## src/rtl/fix_pkg.sv

```systemverilog
// Shared constants and types for the fixed-layer sprite path.
// Holds no logic, so it adds no latency and applies no backpressure.
package fix_pkg;
  localparam int COORD_W = 10;
  localparam int IDX_W = 4;
  localparam int SCREEN_W = 640;
  localparam int SCREEN_H = 480;
  localparam logic [IDX_W-1:0] TRANSPARENT_IDX = 4'h0;

  typedef enum logic {IDLE, FLASH} blink_state_t;

  typedef struct packed {
    logic [COORD_W-1:0] x;
    logic [COORD_W-1:0] y;
  } pos_t;
endpackage

```

## src/rtl/fix_pos_shadow.sv

```systemverilog
// Double-buffered sprite position: pending slot filled by valid/ready, committed to active on frame_start.
// Accepted offer lands in pending next cycle; ready stays low while pending is full.
module fix_pos_shadow
  import fix_pkg::*;
#(
  parameter int INIT_X = 304,
  parameter int INIT_Y = 400
) (
  input  logic i_clk,
  input  logic i_reset,
  input  logic i_frame_start,
  input  logic i_pos_valid,
  input  pos_t i_pos,
  output logic o_pos_ready,
  output pos_t o_act
);
  pos_t r_act;
  pos_t r_pend;
  logic r_pend_full;
  logic w_accept;

  assign w_accept = i_pos_valid && !r_pend_full;

  // An offer taken in a frame_start cycle finds pending empty, so it waits a full frame.
  always_ff @(posedge i_clk) begin
    if (i_reset) begin
      r_act       <= '{x: COORD_W'(INIT_X), y: COORD_W'(INIT_Y)};
      r_pend      <= '0;
      r_pend_full <= 1'b0;
    end else if (i_frame_start && r_pend_full) begin
      r_act       <= r_pend;
      r_pend_full <= 1'b0;
    end else if (w_accept) begin
      r_pend      <= i_pos;
      r_pend_full <= 1'b1;
    end
  end

  assign o_pos_ready = !r_pend_full;
  assign o_act       = r_act;
endmodule

```

## src/rtl/fix_sprite_fetch.sv

```systemverilog
// Sprite fetch: hit test + ROM address, then palette index/opaque with hit-blink masking.
// Fixed 3-cycle latency from draw coordinates to pixel outputs; never stalls.
module fix_sprite_fetch
  import fix_pkg::*;
#(
  parameter int SPR_W        = 32,
  parameter int SPR_H        = 32,
  parameter int INIT_X       = 304,
  parameter int INIT_Y       = 400,
  parameter int FLASH_FRAMES = 32,
  parameter int BLINK_DIV    = 4,
  localparam int ADDR_W      = $clog2(SPR_W*SPR_H)
) (
  input  logic               i_clk,
  input  logic               i_reset,
  input  logic               i_frame_start,
  input  logic [COORD_W-1:0] i_draw_x,
  input  logic [COORD_W-1:0] i_draw_y,
  input  logic               i_de,
  input  logic               i_pos_valid,
  input  logic [COORD_W-1:0] i_pos_x,
  input  logic [COORD_W-1:0] i_pos_y,
  output logic               o_pos_ready,
  input  logic               i_hit,
  output logic [ADDR_W-1:0]  o_rom_addr,
  input  logic [IDX_W-1:0]   i_rom_data,
  output logic [IDX_W-1:0]   o_pix_index,
  output logic               o_pix_opaque,
  output logic               o_blinking
);
  localparam int CNT_W     = $clog2(FLASH_FRAMES);
  localparam int BLINK_BIT = $clog2(BLINK_DIV);

  pos_t                w_pos_in;
  pos_t                w_act;
  logic [COORD_W:0]    w_x_end;
  logic [COORD_W:0]    w_y_end;
  logic [COORD_W-1:0]  w_dx;
  logic [COORD_W-1:0]  w_dy;
  logic [ADDR_W-1:0]   w_addr;
  logic                w_hit1;
  logic                w_blank;
  logic [ADDR_W-1:0]   r_rom_addr;
  logic                r_hit1;
  logic                r_hit2;
  logic [IDX_W-1:0]    r_pix_index;
  logic                r_pix_opaque;
  blink_state_t        r_state;
  blink_state_t        w_state_nxt;
  logic [CNT_W-1:0]    r_frame_cnt;
  logic [CNT_W-1:0]    w_frame_cnt_nxt;

  assign w_pos_in = '{x: i_pos_x, y: i_pos_y};

  fix_pos_shadow #(
    .INIT_X(INIT_X),
    .INIT_Y(INIT_Y)
  ) u_pos_shadow (
    .i_clk        (i_clk),
    .i_reset      (i_reset),
    .i_frame_start(i_frame_start),
    .i_pos_valid  (i_pos_valid),
    .i_pos        (w_pos_in),
    .o_pos_ready  (o_pos_ready),
    .o_act        (w_act)
  );

  // One extra bit on the far edges so a sprite hanging past 1023 cannot wrap to the left.
  assign w_x_end = {1'b0, w_act.x} + (COORD_W+1)'(SPR_W);
  assign w_y_end = {1'b0, w_act.y} + (COORD_W+1)'(SPR_H);
  assign w_hit1  = i_de
                && (i_draw_x >= w_act.x) && ({1'b0, i_draw_x} < w_x_end)
                && (i_draw_y >= w_act.y) && ({1'b0, i_draw_y} < w_y_end);
  assign w_dx    = i_draw_x - w_act.x;
  assign w_dy    = i_draw_y - w_act.y;
  assign w_addr  = ADDR_W'(32'(w_dy) * SPR_W + 32'(w_dx));

  assign w_blank = (r_state == FLASH) && r_frame_cnt[BLINK_BIT];

  always_ff @(posedge i_clk) begin
    if (i_reset) begin
      r_rom_addr   <= '0;
      r_hit1       <= 1'b0;
      r_hit2       <= 1'b0;
      r_pix_index  <= TRANSPARENT_IDX;
      r_pix_opaque <= 1'b0;
    end else begin
      r_rom_addr   <= w_hit1 ? w_addr : '0;
      r_hit1       <= w_hit1;
      r_hit2       <= r_hit1;
      r_pix_index  <= r_hit2 ? i_rom_data : TRANSPARENT_IDX;
      r_pix_opaque <= r_hit2 && (i_rom_data != TRANSPARENT_IDX) && !w_blank;
    end
  end

  always_ff @(posedge i_clk) begin
    if (i_reset) begin
      r_state     <= IDLE;
      r_frame_cnt <= '0;
    end else begin
      r_state     <= w_state_nxt;
      r_frame_cnt <= w_frame_cnt_nxt;
    end
  end

  // A hit always restarts the count, even when it lands on a frame_start.
  always_comb begin
    w_state_nxt     = r_state;
    w_frame_cnt_nxt = r_frame_cnt;
    case (r_state)
      IDLE: begin
        if (i_hit) begin
          w_state_nxt     = FLASH;
          w_frame_cnt_nxt = '0;
        end
      end
      FLASH: begin
        if (i_hit) begin
          w_frame_cnt_nxt = '0;
        end else if (i_frame_start) begin
          if (r_frame_cnt == CNT_W'(FLASH_FRAMES-1)) begin
            w_state_nxt     = IDLE;
            w_frame_cnt_nxt = '0;
          end else begin
            w_frame_cnt_nxt = r_frame_cnt + CNT_W'(1);
          end
        end
      end
    endcase
  end

  assign o_rom_addr   = r_rom_addr;
  assign o_pix_index  = r_pix_index;
  assign o_pix_opaque = r_pix_opaque;
  assign o_blinking   = (r_state == FLASH);
endmodule
```

## config.mk

```make
export PLATFORM = sky130hd
export DESIGN_NAME = fix_sprite_fetch
export DESIGN_NICKNAME = d
export VERILOG_FILES = /design/src/rtl/fix_pkg.sv /design/src/rtl/fix_pos_shadow.sv /design/src/rtl/fix_sprite_fetch.sv
export SDC_FILE = /design/constraint.sdc
export NUM_CORES = 1
export LEC_CHECK = 0
export ABC_AREA = 1
export BUFFER_PORTS_ARGS = -buffer_cell sky130_fd_sc_hd__clkbuf_2
export CAP_MARGIN = 20
export CORE_UTILIZATION = 30
export DETAILED_ROUTE_END_ITERATION = 8
export GPL_ROUTABILITY_DRIVEN = 0
export PLACE_DENSITY = 0.58
export SLEW_MARGIN = 15
export SYNTH_ARGS = -nofsm -noshare
export SYNTH_HDL_FRONTEND = slang
export SYNTH_SLANG_ARGS = --single-unit
```

## constraint.sdc

```tcl
create_clock -name i_clk -period 7.7 [get_ports i_clk]
set_input_delay 0.77 -clock i_clk [delete_from_list [all_inputs] [get_ports i_clk]]
set_output_delay 0.77 -clock i_clk [all_outputs]
set_load 0.01 [all_outputs]
```

==> summary by stage, run 1 <==
GRT
The total overflow left after global routing is 0. The number of antenna violations at the first check in global routing is 0. The global router's overall resource usage is 13.6%.

The via count of the first global-routing pass is 3127. The maximum number of pins on one net before global-route repair is 44. The first global-routing pass estimated 13900 µm of wire.

Job
Max-cap violations in this run came to 0.

Place
The estimated wirelength of the detail-placed design is ~6600 µm. The count of input and output buffers is 66.

Setup path
The cell repeated most along the worst path is nand2_1. Of all nets on the critical path, the largest fanout is 6. The worst setup path is captured at a flop. The launching element type of the critical path is an input port. The sum of buffers and inverters on the critical path is 4. For the worst setup path, the data arrival time is roughly 3.3 ns. Walking the worst path, the cells encountered are clkbuf_2 > inv_1 > ha_1 > fa_1 > xor2_1 > fa_1 > inv_1 > ha_1 > nand2_1 > nand2_1 > a31oi_1 > nand2_1 > nand2_1 > nand2_1 > inv_1 > nor2_2.

The largest individual stage delay along the critical path comes from the cell fa_1. On the worst path, the slowest cell contributes a delay of 0.48 ns. The critical path is of the in2reg type. Among cell families on the critical path, the largest total delay comes from adder cells. The required time of the critical path is 7.91 ns.

Yosys
Summing the areas of all compound-gate instances in the mapped netlist gives 12.3% of the synthesized area. The post-synthesis instance area is between 3000 and 4000 µm². In this run, synthesis produced a sequential element count of 64.

The area share of and/or/nand/nor cells after synthesis is 21.3%. The number of distinct standard cells referenced by the synthesized netlist is 33. Sequential cells were found to cover 33.8% of the synthesized design area.

The post-synthesis share of cell area spent on full adders, half adders and majority gates is 19.2%. The async set or reset register ratio after synthesis is 0%. Summing the areas of all xor and xnor instances in the mapped netlist gives 3.47% of the synthesized area.

During synthesis, Yosys emitted a total of 0 warnings. The share of cell area taken by muxes after synthesis is 0%. Yosys mapped a number of flops with a built-in enable equal to 0. The largest family of logic cells by synthesized area is simple AND/OR/NAND/NOR gates. The average cell area after synthesis is between 7 and 8 µm².

The most used flip-flop cell after synthesis is dfxtp_1. Synthesis produced 500 cells. The number of nets in the synthesized netlist is between 600 and 700.

Finish
The layout-stage area growth over the synthesis result is 21.9%. The number of fill cells is 1281. The final layout contains 666 nets. The share of cells above drive strength 1 is 18.8%.

The number of antenna diodes is 0.

Power
In this run the static leakage power is 0.00232 µW. The worst vdd rail ir drop is 0.000122 V. In this run, the combinational gates consume 20.6% of the power. The sequential group share of total power is 34.4%. The internal portion of the total power is 754 µW. The total power after layout is 1050 µW. In this run, the clock network consumes around 45% of the power. The fraction of power spent switching nets is 28.0%.

The areal power density over the cells is roughly 230 nW/µm². The net switching power of the design is 293 µW.

Detailed routing
The wire length per cell is about 11 µm. The vias after detailed routing is 3154. In this run, the number of DRC markers left after iteration 0 of detailed routing was 91. For this run, design rule violations remaining after detail routing come to 0.

The first detailed-routing pass ran for 7 iterations. The total routed wirelength is 8310 µm. After detailed routing, the number of vias per cell comes to between 4 and 5. In this run the remaining antenna-violating nets after routing total 0.

Clocking
The maximum clock path buffer count is 2. In this run, post-CTS repair resized a total of 0 instances. Clock-pin slew was measured on the worst setup and hold paths at 0.06 ns. Hold repair after CTS inserted 0 buffers. TritonCTS built the clock tree. The H-tree generated during clock tree synthesis spans 3 levels. The root buffer cell is clkbuf_16.

For this design, the sink count on the clock tree is 64. Post-CTS timing repair inserted 0 buffers for setup. The number of clock buffers added by TritonCTS is 9. The later pin in the worst-skew pair is clocked with a latency of 0.33 ns.

STA
The worst relative slew slack is between 40% and 50%. Clock skew on the completed layout was measured at just under 0.006 ns. The final count of hold timing violations is 0.

Setup repair after global routing left no endpoint under its margin. After routing, the total negative slack on setup checks comes to 0 ns. The number of setup violations in the final report is 0. The count of pins over their slew limit came to 0. The slew at the pin closest to its max-slew limit is 0.798 ns. The part of the cycle the worst path needs is 39.6%. The shortest period the worst path allows is 3.05 ns. The upper clock frequency limit is roughly 0.33 GHz.

Die
Measured along the y axis, the die boundary spans between 100 and 150 µm. The top-level I/O count is 67. The floorplan has 40 rows. After floorplanning, the core was sized to cover roughly 12000 µm².

The die span in x is roughly 110 µm. The floorplan die area is approximately 13000 µm². Once the floorplan was initialized, standard cells occupied 31.1% of the core.

Outcome
The flow ran to the end, and the final reports show no timing, DRC or antenna violations.

Hold path
The kind of path behind the tightest hold check is reg2reg.
==> final cells by class <==
type	instances	area [µm²]	area share, %
Multi-Input combinational cell	338	2130	46.2
Sequential cell	64	1280	27.8
Timing Repair Buffer	66	330	7.15
Inverter	85	319	6.91
Clock buffer	10	229	4.96
Tap cell	168	210	4.55
Clock inverter	6	115	2.49
==> power by group through the flow <==
| stage | sequential, µW | combinational, µW | clock [µW] |
|---|---|---|---|
| 3_3_place_gp | 367 | 209 | 0 |
| 4_1_cts | 360 | 218 | 482 |
| 3_5_place_dp | 367 | 217 | 0 |
| 6_report | 360 | 216 | 471 |
| 5_1_grt | 362 | 250 | 498 |
| 2_1_floorplan | 365 | 163 | 0 |
==> per-stage QoR <==
step                      hold slack [ns]  cells  setup slack [ns]  utilization [%]  area [µm²]
final                               0.404    737              4.65             38.0        4620
after global routing                0.441    737              4.50             38.0        4620
after CTS                           0.407    737              4.69             37.9        4610
after detailed placement            0.397    721              4.34             35.1        4270
after global placement              0.402    721              4.41             35.1        4270
after floorplan                     0.388    500              4.63                -        3790
==> Yosys cell counts, types with 2 or more instances <==
| cell | number | share of area, % |
|---|---|---|
| inv_2 | 5 | 0.50 |
| nand4_1 | 3 | 0.50 |
| ha_1 | 42 | 14 |
| a211oi_1 | 2 | 0.40 |
| a21o_1 | 3 | 0.59 |
| a31oi_1 | 2 | 0.33 |
| xnor2_1 | 6 | 1.4 |
| nand3_1 | 14 | 1.9 |
| nand2_1 | 72 | 7.1 |
| nand2_2 | 2 | 0.33 |
| xor2_1 | 9 | 2.1 |
| fa_1 | 10 | 5.3 |
| clkbuf_1 | 10 | 0.99 |
| o211ai_1 | 6 | 1.2 |
| nor2_2 | 11 | 1.8 |
| nand3b_1 | 2 | 0.40 |
| dfxtp_1 | 64 | 34 |
| a21oi_1 | 30 | 4.0 |
| o21bai_1 | 3 | 0.59 |
| nand3_2 | 3 | 0.79 |
| inv_1 | 80 | 7.9 |
| nor2_1 | 73 | 7.2 |
| o21ai_0 | 38 | 5.0 |
==> layer usage <==
metal  wire length, µm  GRT usage (%)  up-vias
li1                  -              -     1710
met1              4170           17.1     1381
met2              3730           22.2       50
met3               269           3.07       13
met4               148           5.71        0
met5                 0              0        -
==> state kept, by name, indices dropped and copies added, names as in the netlist <==
signal                    cells
u_pos_shadow.o_act           20
u_pos_shadow.r_pend          20
o_rom_addr                   10
r_frame_cnt                   5
o_pix_index                   4
o_blinking                    1
o_pix_opaque                  1
r_hit1                        1
r_hit2                        1
u_pos_shadow.r_pend_full      1
==> worst paths after layout <==
check / from / to / slack [ns] / depth (start not counted)
setup / recovery: i_draw_y[0] / o_rom_addr[8] / 4.65 / 16
hold / removal: r_hit1 / r_hit2 / 0.40 / 2
setup reg to reg: u_pos_shadow.o_act[0] / o_rom_addr[8] / 4.89 / 14
hold reg to reg: r_hit1 / r_hit2 / 0.40 / 2
==> cell usage in the layout (no fill, tap or decap), types with 5 or more instances in the layout <==
master	synthesis	routed
xor2_1	9	9
inv_2	5	5
dfxtp_1	64	64
o211ai_1	6	6
clkbuf_2	0	66
nor2_2	11	12
nand2_1	72	72
clkbuf_16	0	9
fa_1	10	10
xnor2_1	6	6
o21ai_0	38	38
a21oi_1	30	30
nand3_1	14	14
inv_1	80	80
ha_1	42	42
nor2_1	73	72
==> worst reg2reg max path, cell delays in order (launching register included) <==
cell and delay [ns]:
dfxtp_1 0.33, ha_1 0.22, fa_1 0.42, xor2_1 0.19, fa_1 0.48, inv_1 0.04
ha_1 0.37, nand2_1 0.10, nand2_1 0.05, a31oi_1 0.22, nand2_1 0.08, nand2_1 0.06
nand2_1 0.04, inv_1 0.05, nor2_2 0.03
==> kinds of logic (layout without fill, tap and decap cells) <==
family          after synthesis  count (layout)
xor+xnor                     15              15
simple gates                186             186
buf+inv                      98             167
flops                        64              64
fa+ha+maj                    52              52
compound gates               85              85
No activity file was read; power rests on OpenSTA's default activity.
==> run 2: changes to the inputs <==
--- a/config.mk
+++ b/config.mk
@@ -5,7 +5,7 @@
 export SDC_FILE = /design/constraint.sdc
 export NUM_CORES = 1
 export LEC_CHECK = 0
-export ABC_AREA = 1
+export ABC_AREA = 0
 export BUFFER_PORTS_ARGS = -buffer_cell sky130_fd_sc_hd__clkbuf_2
 export CAP_MARGIN = 20
 export CORE_UTILIZATION = 30
==> constraint.sdc (replaced) <==
create_clock -name i_clk -period 2.9 [get_ports i_clk]
set_input_delay 0.29 -clock i_clk [delete_from_list [all_inputs] [get_ports i_clk]]
set_output_delay 0.29 -clock i_clk [all_outputs]
set_load 0.01 [all_outputs]
==> summary by stage, run 2 <==
Die
The placement row count is 39 (-2.5%). The floorplan core area came to 11500 µm² (-5.3%). The die span in x is 111 µm (-2.7%). The top-level I/O count is 67 (unchanged). The die boundary height is 111 µm (-2.7%). The floorplan die area is 12400 µm² (-5.4%). The initial core utilization came to 31.1% (-0.047 points).

Setup path
The highest fanout seen on the critical path is 2 (-4). The critical path goes through ha_1 > fa_2 > xor2_1 > fa_1 > inv_1 > ha_1 > or2_2 > a21oi_1 > a21oi_1 > xnor2_1 > nor2_1. The depth of the worst register-to-register path is 11 (-3). The worst setup slack for register-to-register paths is 0.16 ns (-4.73 ns). The logic depth of the worst path, buffers included is 11 (-5).

The launch point of the worst reg-to-reg path is u_pos_shadow.o_act[0]. The critical path's top delay family is adder cells. The critical path in this run is classified as reg2reg. The launching element type of the critical path is a flop. The required time of the critical path is 3.12 ns (-4.79 ns). In this run the critical register-to-register path is captured at o_rom_addr[9]. The endpoint kind of the worst setup timing path is a flop. The critical path data arrival time is 2.96 ns (-0.30 ns). The worst stage delay on the critical path is 0.48 ns (about the same).

The sum of buffers and inverters on the critical path was 1 (-3). Among all stages on the critical path, the largest delay is contributed by fa_1.

Clocking
The count of hold-fix buffers inserted at cts is 0 (unchanged). The clock latency of the later-clocked register in the worst-skew pair came to 0.33 ns (about the same). The clock-pin slew on the worst setup and hold paths is 0.06 ns (about the same). The quantity of gates resized following cts is 0 (unchanged).

The number of buffers inserted to repair setup after CTS is 0 (unchanged). The H-tree level count came to 3 (unchanged). The maximum clock path buffer count is 2 (unchanged). The CTS tree is yes.

The CTS buffer count is 9 (unchanged). The root buffer cell chosen for the clock tree is clkbuf_16. The clock net sink count is 64 (unchanged).

Yosys
The number of storage elements in the synthesis netlist is 64 (unchanged). The cell count after synthesis is 424 (-15%). The average cell area after synthesis is 8.45 µm² (+11%). The most used flip-flop cell after synthesis is dfxtp_1. Ranked by total cell area, the synthesized netlist is headed by dfxtp_1 36%, ha_1 15%, nand2_1 8.6%. The number of nets in the synthesized netlist is 526 (-13%). The number of enable flip-flop cells after synthesis is 0 (unchanged). The post-synthesis instance area was 3580 µm² (-5.5%).

The fraction of the yosys area taken by sequential cells was 35.8% (+2.0 points). The count of warnings emitted by yosys is 0 (unchanged). The number of distinct standard cells referenced by the synthesized netlist is 43 (+30%). nand2_1 is the most common cell in the netlist. The async set or reset register ratio after synthesis is 0% (unchanged). The share of the synthesized area in the top cell type is 35.8% (+2.0 points).

The biggest area consumer among synthesized cells is dfxtp_1. In the synthesized netlist, the cells that appear most often are 82 x nand2_1, 64 x dfxtp_1, 46 x inv_1.

Job
The count of max-cap constraint violations is 0 (unchanged).

Power
The leakage power total is 0.00199 µW (-14%). The areal power density over the cells is 550 nW/µm² (+140%). The worst vdd rail ir drop is 0.000323 V (+160%).

Outcome
The run finished, with violations left. The final reports fail on design-rule violations.

STA
The part of the cycle the worst path needs is 94.5%. The worst clock skew on the final layout is 0.00336 ns (-0.00246 ns). The worst hold margin is 0.175 ns (-0.229 ns). The count of pins over their slew limit is 0 (unchanged). The total negative setup slack came to 0 ns (unchanged). The number of setup violations in the final report is 0 (unchanged). Setup repair after global routing left no endpoint under its margin. The final count of hold timing violations was 0 (unchanged).

Derived from the worst setup path, the maximum achievable clock frequency is 0.365 GHz. The slew at the pin closest to its max-slew limit is 0.861 ns (+0.0623 ns). The worst relative slew slack came to 42.6% (-4.0 points). The routed design could run at a clock period as short as 2.74 ns.

Detailed routing
The total routed wirelength is 8090 µm (-2.6%). The via density per instance is 4.65 (+8.6%). The number of search-and-repair iterations in the first detailed-routing pass is 6 (-1). The post-detailed-route count of antenna-violating nets is 0 (unchanged). The number of DRC violations after detailed routing is 8 (+8). The wire length per cell is 12.7 µm (+12%). The first-iteration detailed-routing DRC count is 92 (+1.1%). The vias after detailed routing was 2964 (-6.0%).

GRT
The global router's overall resource usage is 13.9% (+0.34 points). The maximum number of pins on one net before global-route repair came to 44 (unchanged). The via count of the first global-routing pass came to 2899 (-7.3%).

The number of antenna violations at the first check in global routing is 0 (unchanged). The total overflow reported by the global router is 0 (unchanged). The global-route wire length before repair came to 13600 µm (-2.0%).

Finish
In the layout the commonest cells are 82 x nand2_1, 66 x clkbuf_2, 64 x dfxtp_1. The share of cells above drive strength 1 was 18.2% (-0.62 points). The end-of-flow core utilization came to 37.9% (-0.099 points). The area growth from synthesis to layout is 21.8%. The library cell used most frequently in the layout, excluding fill and tap cells, is nand2_1. The number of antenna diodes is 0 (unchanged). The final layout net count is 592 (-11%).

Place
The estimated wirelength of the detail-placed design is 6350 µm (-4.4%). The count of input and output buffers was 66 (unchanged).

Hold path
The path class of the tightest hold or removal check is in2reg. The instance count along the most critical hold path came to 2 (unchanged). The end point of the worst hold path is o_pix_index[1]. The startpoint identified for the worst hold timing path is i_rom_data[1].
[run 2: cell types whose count changed in the layout (fill, tap and decap cells not counted), moves of 6 or more]
cell / change
xnor2_1: +8
nor2_2: -12
inv_1: -34
a21oi_1: +15
and2_1: +6
nor3_1: +6
xor2_1: -6
nand3_1: -10
nand2_1: +10
nand2b_1: +6
o21ai_0: -32
nor2_1: -53
[run 2: worst reg2reg max path, stage by stage (launching register included)]
cell	delay [ns]
dfxtp_1	0.31
ha_1	0.21
fa_2	0.35
xor2_1	0.18
fa_1	0.48
inv_1	0.04
ha_1	0.31
or2_2	0.30
a21oi_1	0.16
a21oi_1	0.07
xnor2_1	0.17
nor2_1	0.05
[run 2: cell families (layout without fill, tap and decap cells)]
group | Yosys count | in the layout | share of synthesized area (%)
flops | 64 | 64 | 35.8
buf+inv | 60 | 131 | 6.50
xor+xnor | 17 | 17 | 4.16
fa+ha+maj | 52 | 52 | 20.3
simple gates | 143 | 143 | 17.9
compound gates | 86 | 86 | 14.8
mux | 2 | 2 | 0.559
[run 2: through the flow]
step                std cells  area (µm²)  setup WS (ns)  total power (µW)
finish                    638        4360          0.158              2400
global route              638        4360         0.0413              2530
CTS                       638        4360          0.101              2440
detailed placement        622        4050       -0.00583              1310
global placement          622        4050         0.0791              1300
floorplan                 424        3580          0.240              1200
[run 2: worst max-delay path by stage]
stage | endpoint | from
final | o_rom_addr[9] | u_pos_shadow.o_act[0]
after global routing | o_rom_addr[9] | u_pos_shadow.o_act[0]
after CTS | o_rom_addr[9] | u_pos_shadow.o_act[0]
after detailed placement | o_rom_addr[9] | i_draw_y[0]
after global placement | o_rom_addr[9] | i_draw_y[0]
after floorplan | o_rom_addr[9] | i_draw_y[0]
[run 2: final cells by class]
| class | instances | area (µm²) |
|---|---|---|
| Fill cell | 1210 | 7160 |
| Timing Repair Buffer | 69 | 353 |
| Sequential cell | 64 | 1280 |
| Clock buffer | 10 | 239 |
| Inverter | 46 | 173 |
| Clock inverter | 6 | 66.3 |
| Multi-Input combinational cell | 300 | 2070 |
| Tap cell | 143 | 179 |
[run 2: metal layers]
metal	up-vias	track usage (%)	share of wire, %
li1	1552	-	-
met1	1335	17.8	47
met2	68	21.9	44
met3	9	4.76	6.9
met4	0	4.23	1.2
met5	-	0	0
[run 2: power breakdown]
group / leakage (µW) / switching [µW] / internal (µW)
combinational: 0.00132 / 198 / 166
clock: 0.000153 / 414 / 693
sequential: 0.000521 / 19.1 / 908
total: 0.00199 / 631 / 1770
